File: src/rtl/alu_pkg.sv
// Shared ALU package: default sizes and operand helpers.
// Used by the negate-path arbiter and its datapath.
package alu_pkg;

  localparam int DEF_WIDTH = 5;
  localparam int DEF_NREQ  = 4;
  localparam int MAXW      = 64;

  // True when op (zero-extended) is 1 followed by zeros at width w.
  function automatic logic is_min_neg(
    input logic [MAXW-1:0] op,
    input int              w
  );
    logic [MAXW-1:0] m;
    m = MAXW'(1) << (w - 1);
    return op == m;
  endfunction

endpackage

File: src/rtl/twos_com.sv
// Combinational two's-complement negation.
// Result wraps modulo 2^WIDTH, so the most-negative value maps to itself.
module twos_com
  import alu_pkg::*;
#(
  parameter int WIDTH = DEF_WIDTH
) (
  input  logic [WIDTH-1:0] i_op,
  output logic [WIDTH-1:0] o_res
);

  assign o_res = ~i_op + WIDTH'(1);

endmodule

File: src/rtl/neg_arbiter.sv
// Round-robin arbiter sharing one negator among NREQ requesters.
// One registered result stage, one result per cycle.
module neg_arbiter
  import alu_pkg::*;
#(
  parameter  int WIDTH = DEF_WIDTH,
  parameter  int NREQ  = DEF_NREQ,
  localparam int IDW   = $clog2(NREQ)
) (
  input  logic                  clk,
  input  logic                  rst_n,
  input  logic [NREQ-1:0]       req_valid,
  input  logic [NREQ*WIDTH-1:0] req_data,
  output logic [NREQ-1:0]       req_ready,
  output logic                  res_valid,
  input  logic                  res_ready,
  output logic [WIDTH-1:0]      res_data,
  output logic [IDW-1:0]        res_id,
  output logic                  res_ovf,
  output logic                  res_zero,
  output logic                  busy
);

  logic             r_valid;
  logic [WIDTH-1:0] r_data;
  logic [IDW-1:0]   r_id;
  logic             r_ovf;
  logic             r_zero;
  logic [IDW-1:0]   r_ptr;

  logic             w_can_load;
  logic             w_found;
  logic             w_xfer;
  logic [IDW-1:0]   w_idx;
  logic [IDW-1:0]   w_win;
  logic [IDW-1:0]   w_nxt;
  logic [WIDTH-1:0] w_op;
  logic [WIDTH-1:0] w_neg;

  assign w_can_load = !r_valid || res_ready;
  assign w_xfer     = w_can_load && w_found;

  // Scan upward from the pointer; first valid requester wins.
  always_comb begin
    w_win   = '0;
    w_found = 1'b0;
    w_idx   = '0;
    for (int k = 0; k < NREQ; k++) begin
      w_idx = IDW'((int'(r_ptr) + k) % NREQ);
      if (!w_found && req_valid[w_idx]) begin
        w_found = 1'b1;
        w_win   = w_idx;
      end
    end
  end

  // Operand mux and one-hot grant for the winner.
  always_comb begin
    w_op      = '0;
    req_ready = '0;
    for (int i = 0; i < NREQ; i++) begin
      if (w_win == IDW'(i)) begin
        w_op         = req_data[i*WIDTH +: WIDTH];
        req_ready[i] = w_xfer;
      end
    end
  end

  assign w_nxt = (w_win == IDW'(NREQ - 1)) ? '0 : w_win + IDW'(1);

  twos_com #(
    .WIDTH (WIDTH)
  ) u_neg (
    .i_op  (w_op),
    .o_res (w_neg)
  );

  // Result stage: load on transfer, empty on pop, hold on stall.
  always_ff @(posedge clk or negedge rst_n) begin
    if (!rst_n) begin
      r_valid <= 1'b0;
      r_data  <= '0;
      r_id    <= '0;
      r_ovf   <= 1'b0;
      r_zero  <= 1'b0;
      r_ptr   <= '0;
    end else if (w_xfer) begin
      r_valid <= 1'b1;
      r_data  <= w_neg;
      r_id    <= w_win;
      r_ovf   <= is_min_neg(MAXW'(w_op), WIDTH);
      r_zero  <= (w_op == '0);
      r_ptr   <= w_nxt;
    end else if (res_ready) begin
      r_valid <= 1'b0;
    end
  end

  assign res_valid = r_valid;
  assign res_data  = r_data;
  assign res_id    = r_id;
  assign res_ovf   = r_ovf;
  assign res_zero  = r_zero;
  assign busy      = r_valid;

endmodule

File: config.mk
export PLATFORM = sky130hd
export DESIGN_NAME = neg_arbiter
export DESIGN_NICKNAME = d
export VERILOG_FILES = /design/src/rtl/alu_pkg.sv /design/src/rtl/twos_com.sv /design/src/rtl/neg_arbiter.sv
export SDC_FILE = /design/constraint.sdc
export NUM_CORES = 1
export LEC_CHECK = 0
export CAP_MARGIN = 20
export CELL_PAD_IN_SITES_DETAIL_PLACEMENT = 1
export CELL_PAD_IN_SITES_GLOBAL_PLACEMENT = 1
export CORE_ASPECT_RATIO = 0.9
export CORE_UTILIZATION = 25
export DETAILED_ROUTE_END_ITERATION = 7
export GPL_TIMING_DRIVEN = 0
export PLACE_DENSITY = 0.74
export SYNTH_ARGS = -nofsm -noshare
export SYNTH_HDL_FRONTEND = slang
export SYNTH_HIERARCHICAL = 1
export SYNTH_SLANG_ARGS = --single-unit
File: constraint.sdc
create_clock -name clk -period 2.5 [get_ports clk]
set_input_delay 0.375 -clock clk [delete_from_list [all_inputs] [get_ports clk]]
set_output_delay 0.375 -clock clk [all_outputs]
set_load 0.05 [all_outputs]
==> results by stage, run 1 <==
Worst setup path:
- The startpoint kind of the worst setup timing path is a register.
- The slowest stage of the critical path belongs to the cell sky130_fd_sc_hd__or4_4.
- The worst setup path is captured at a register.
- The beginning of the critical path is r_ptr[1].
- The reg-to-reg setup timing slack is -0.10 ns.
- The number of cells on the worst reg-to-reg path is 9.
- In this design, the stage delay of the slowest critical-path cell is 0.55 ns.
- The type of the worst setup path is reg2reg.
- Of all nets on the critical path, the largest fanout is 7.
- The number of buffers and inverters on the critical path is 1.
- The end of the worst register-to-register path is res_zero.
- The worst register-to-register path begins at r_ptr[1].
- For the worst setup path, the data arrival time is 2.75 ns.
- The family with the most delay on the worst path is compound AO/OA/AOI/OAI gates.
- Walking the worst path, the cells encountered are mux2i_1 > a211oi_2 > and2_4 > ha_4 > inv_1 > o22ai_1 > a21oi_2 > or4_4 > o31ai_2.
- The data required time of the worst path is 2.65 ns.

Synthesis:
- Ranked by total cell area, the synthesized netlist is headed by sky130_fd_sc_hd__dfrtp_1, sky130_fd_sc_hd__nand2_1, sky130_fd_sc_hd__ha_1.
- The part of the Yosys area used for sequential elements is 35.5%.
- In this run the mean area of a mapped cell was 8.07 um^2.
- The synthesized design devotes to its leading area cell type 35.5% of total area.
- The post-synth net total is 137.
- After synthesis the cells add up to 847 um^2.
- Synthesis produced 105 cells.
- The number of synthesized flops with an enable pin is 0.
- The Yosys step of the flow raised 6 warnings.
- Synthesis inferred 12 register bits.
- The biggest area consumer among synthesized cells is sky130_fd_sc_hd__dfrtp_1.
- The commonest register cell after synthesis is sky130_fd_sc_hd__dfrtp_1.
- sky130_fd_sc_hd__nand2_1 is the most common cell in the netlist.
- After synthesis, the share of flip-flops with an asynchronous set or reset is 100%.
- The commonest cells after synthesis are sky130_fd_sc_hd__nand2_1, sky130_fd_sc_hd__dfrtp_1, sky130_fd_sc_hd__ha_1, sky130_fd_sc_hd__inv_1, sky130_fd_sc_hd__nor2_1.
- The count of different cell masters after synthesis is 31.

Timing:
- The final critical path takes up 104% of the cycle.
- The final number of max-transition violations is 0.
- The highest achievable clock rate is 384 MHz.
- Setup repair after global routing could not meet its margin everywhere.
- Setup violations remaining at the end of the flow were counted as 5.
- Once routing completed, OpenROAD measured the worst setup slack at -0.101 ns.
- For the final database, setup skew stands at 0.00356 ns.
- For the pin with the worst max-slew slack, the measured transition is 0.536 ns.
- The clock period minus final worst setup slack is 2.60 ns.
- The worst slack on hold paths is 0.479 ns.
- The number of failing hold endpoints at the final stage came to 0.
- The worst-case headroom to the max-slew limit is 64.1%.

Die:
- The full die area is 3630 um^2.
- The total number of placement rows is 19.
- For this design the top-level I/O count stands at 42.
- The area of the core is 3140 um^2.
- The floorplan die height is 57.2 um.
- Measured along the x axis, the die boundary spans 63.4 um.
- The initial core utilization is 27.0%.

Power and ir drop:
- The worst IR drop on VDD is 501 uV.
- The sequential share of power is 17.8%.
- For this design the static power due to leakage is 0.685 nW.
- The combinational cell fraction of total power is 73.1%.
- The share of total power consumed by net switching is 46.1%.
- The analysis attributes to net switching a power of 0.866 mW.
- Power spread over the standard cell area amounts to 1180 nW/um^2.
- The relative contribution of the clock network to total power is 9.1%.
- Internal power comes to 1.01 mW.

Placement:
- The final weighted congestion in routability-driven placement is 0.744.
- The cell count after placement is 188.
- Once placement finished, the instance area stood at 1320 um^2.
- The number of buffer cells added on primary ports is 41.
- Before CTS, the worst setup slack after placement is -0.922 ns.
- The half-perimeter wire length after detailed placement is 2050 um.

Routing:
- The detailed router finished its first iteration with 60 violations.
- In the final routed layout, each cell accounts on average for 13.7 um.
- Summed over all layers, the routed wires come to 2800 um.
- After detailed routing, the number of vias per cell comes to 4.77.
- The remaining antenna violation count after routing is 0.
- The total via count in the routed design is 974.
- The first TritonRoute pass finished after 3 iterations.
- The detailed-route DRC error count is 0.

Finish:
- The number of filler instances in the final layout is 389.
- The design area is 1590 um^2.
- At the end of the flow the core is filled with cells to 50.7%.
- The number of antenna diodes in the final layout is 0.
- The number of nets at the end of the flow is 196.
- The fraction of final layout cells with drive strength greater than 1 is 32.7%.
- The area added between synthesis and finish is 87.7%.
- Excluding fillers, the count of instances in the completed layout stands at 204.

GRT:
- The total overflow left after global routing is 0.
- The initial antenna violation count is 0.
- For this run, the total global-route usage over all layers was measured as 16.9%.
- The first global-routing pass estimated 4770 um of wire.
- The number of global-route vias before repair is 1,061.
- The largest net degree at the start of global routing is 13.

Status:
- The run finished, with violations left.
- The checks that failed: setup timing.

Clock tree:
- The clock net in this run drives a total of 12 sinks.
- Clock-pin slew was measured on the worst setup and hold paths at 0.05 ns.
- TritonCTS built the clock tree.
- The clock tree root buffer cell is sky130_fd_sc_hd__clkbuf_8.
- Buffers inserted during clock tree synthesis total 3.
- The count of H-tree levels built during CTS is 1.
- The clock passes through at most 2 buffers.
- The later pin in the worst-skew pair is clocked with a latency of 0.24 ns.

Min path:
- The worst hold path terminates at res_id[0].
- The cell count of the worst hold path is 2.
- The tightest min-delay check is of the reg2reg type.
- The startpoint identified for the worst hold timing path is res_id[0].

Flow run:
- The count of max-cap constraint violations is 0.
worst reg2reg max path, delay by kind of cell (launching register included):
| kind | cells | cell delay [ns] |
|---|---|---|
| buffers and inverters | 1 | 0.11 |
| and+or+nand+nor | 2 | 0.80 |
| AOI/OAI and AO/OA | 4 | 0.81 |
| muxes | 1 | 0.16 |
| DFF | 1 | 0.45 |
| adders and majority gates | 1 | 0.19 |
power by group through the flow:
stage	clock (mW)	combinational, mW	sequential, mW
final	0.172	1.37	0.334
after global routing	0.188	1.48	0.342
after CTS	0.178	1.28	0.337
after detailed placement	0	1.03	0.334
after global placement	0	1.01	0.325
after floorplan	0	0.512	0.535
routing by layer:
metal  vias to the layer above  GRT usage [%]  wire [um]
met5                         -              0          0
met3                         7           5.00        134
met4                         0           4.87         44
met2                        34           31.3       1430
li1                        474              -          -
met1                       459           18.5       1190
state kept, by name, summed over array words and instances, names as in the netlist:
name	flops
res_zero	1
res_ovf	1
res_id	2
r_ptr	2
busy	1
res_data	5
cell families (layout without fill, tap and decap cells):
group           Yosys count  in the layout  share of synthesized area (%)
fa+ha+maj                 5              5                           7.39
buf+inv                   9             66                           4.87
compound gates           21             21                           16.5
mux                       1              1                           1.18
xor+xnor                  3              3                           3.10
flops                    12             12                           35.5
simple gates             54             54                           31.5
cell usage in the layout, fill, tap and decap left out, drive strengths merged:
master and instances:
clkdlybuf4s50 33, nand2 31, buf 20, dfrtp 12, inv 5, nor2 5, ha 5, a21oi 4
clkbuf 4, nand2b 4, o21ai 4, o22ai 3, and3 3, dlygate4sd2 3, a22oi 3, xnor2 3
nand3b 2, o31ai 2, and2 2, a221oi 2, nor2b 2, mux2i 1, a211oi 1, or3b 1
a31oi 1, or4 1, o21a 1, nand3 1, clkdlybuf4s15 1, nor3 1, nor3b 1
final cells by class:
type                       count  area, um^2  share of cell area [%]
multi-input combinational     84         644                    40.5
timing repair buffer          54         505                    31.8
sequential                    12         303                    19.0
buffer                         4        22.5                    1.42
tap                           42        52.6                    3.30
inverter                       5        21.3                    1.34
clock buffer                   3        41.3                    2.60
through the flow:
stage,power (mW),setup TNS [ns]
after CTS,1.80,-0.186
after global routing,2.01,-1.13
after floorplan,1.05,0
after global placement,1.33,-7.23
after detailed placement,1.36,-8.23
final,1.88,-0.332
worst max path at each step:
stage	end	slack [ns]	depth (start not counted)
global route	res_data[4]	-0.25	14
global placement	req_ready[3]	-0.84	9
CTS	res_data[4]	-0.08	15
floorplan	res_zero	0.006	11
finish	res_zero	-0.10	9
detailed placement	req_ready[3]	-0.92	9
timing repair:
action	CTS	global route
setup endpoints to repair	11	10
pin swaps	9	6
gates cloned	0	0
buffers inserted	9	4
hold buffers	0	0
resized for setup	50	11
Note: power is estimated with default switching activity, not from simulation.
==> run 2: changes to the inputs <==
--- a/config.mk
+++ b/config.mk
@@ -13,6 +13,7 @@
 export DETAILED_ROUTE_END_ITERATION = 7
 export GPL_TIMING_DRIVEN = 0
 export PLACE_DENSITY = 0.74
+export SLEW_MARGIN = 25
 export SYNTH_ARGS = -nofsm -noshare
 export SYNTH_HDL_FRONTEND = slang
 export SYNTH_HIERARCHICAL = 1
==> results of run 2 <==
The final DEF is identical to that of run 1; final timing and power are the same.
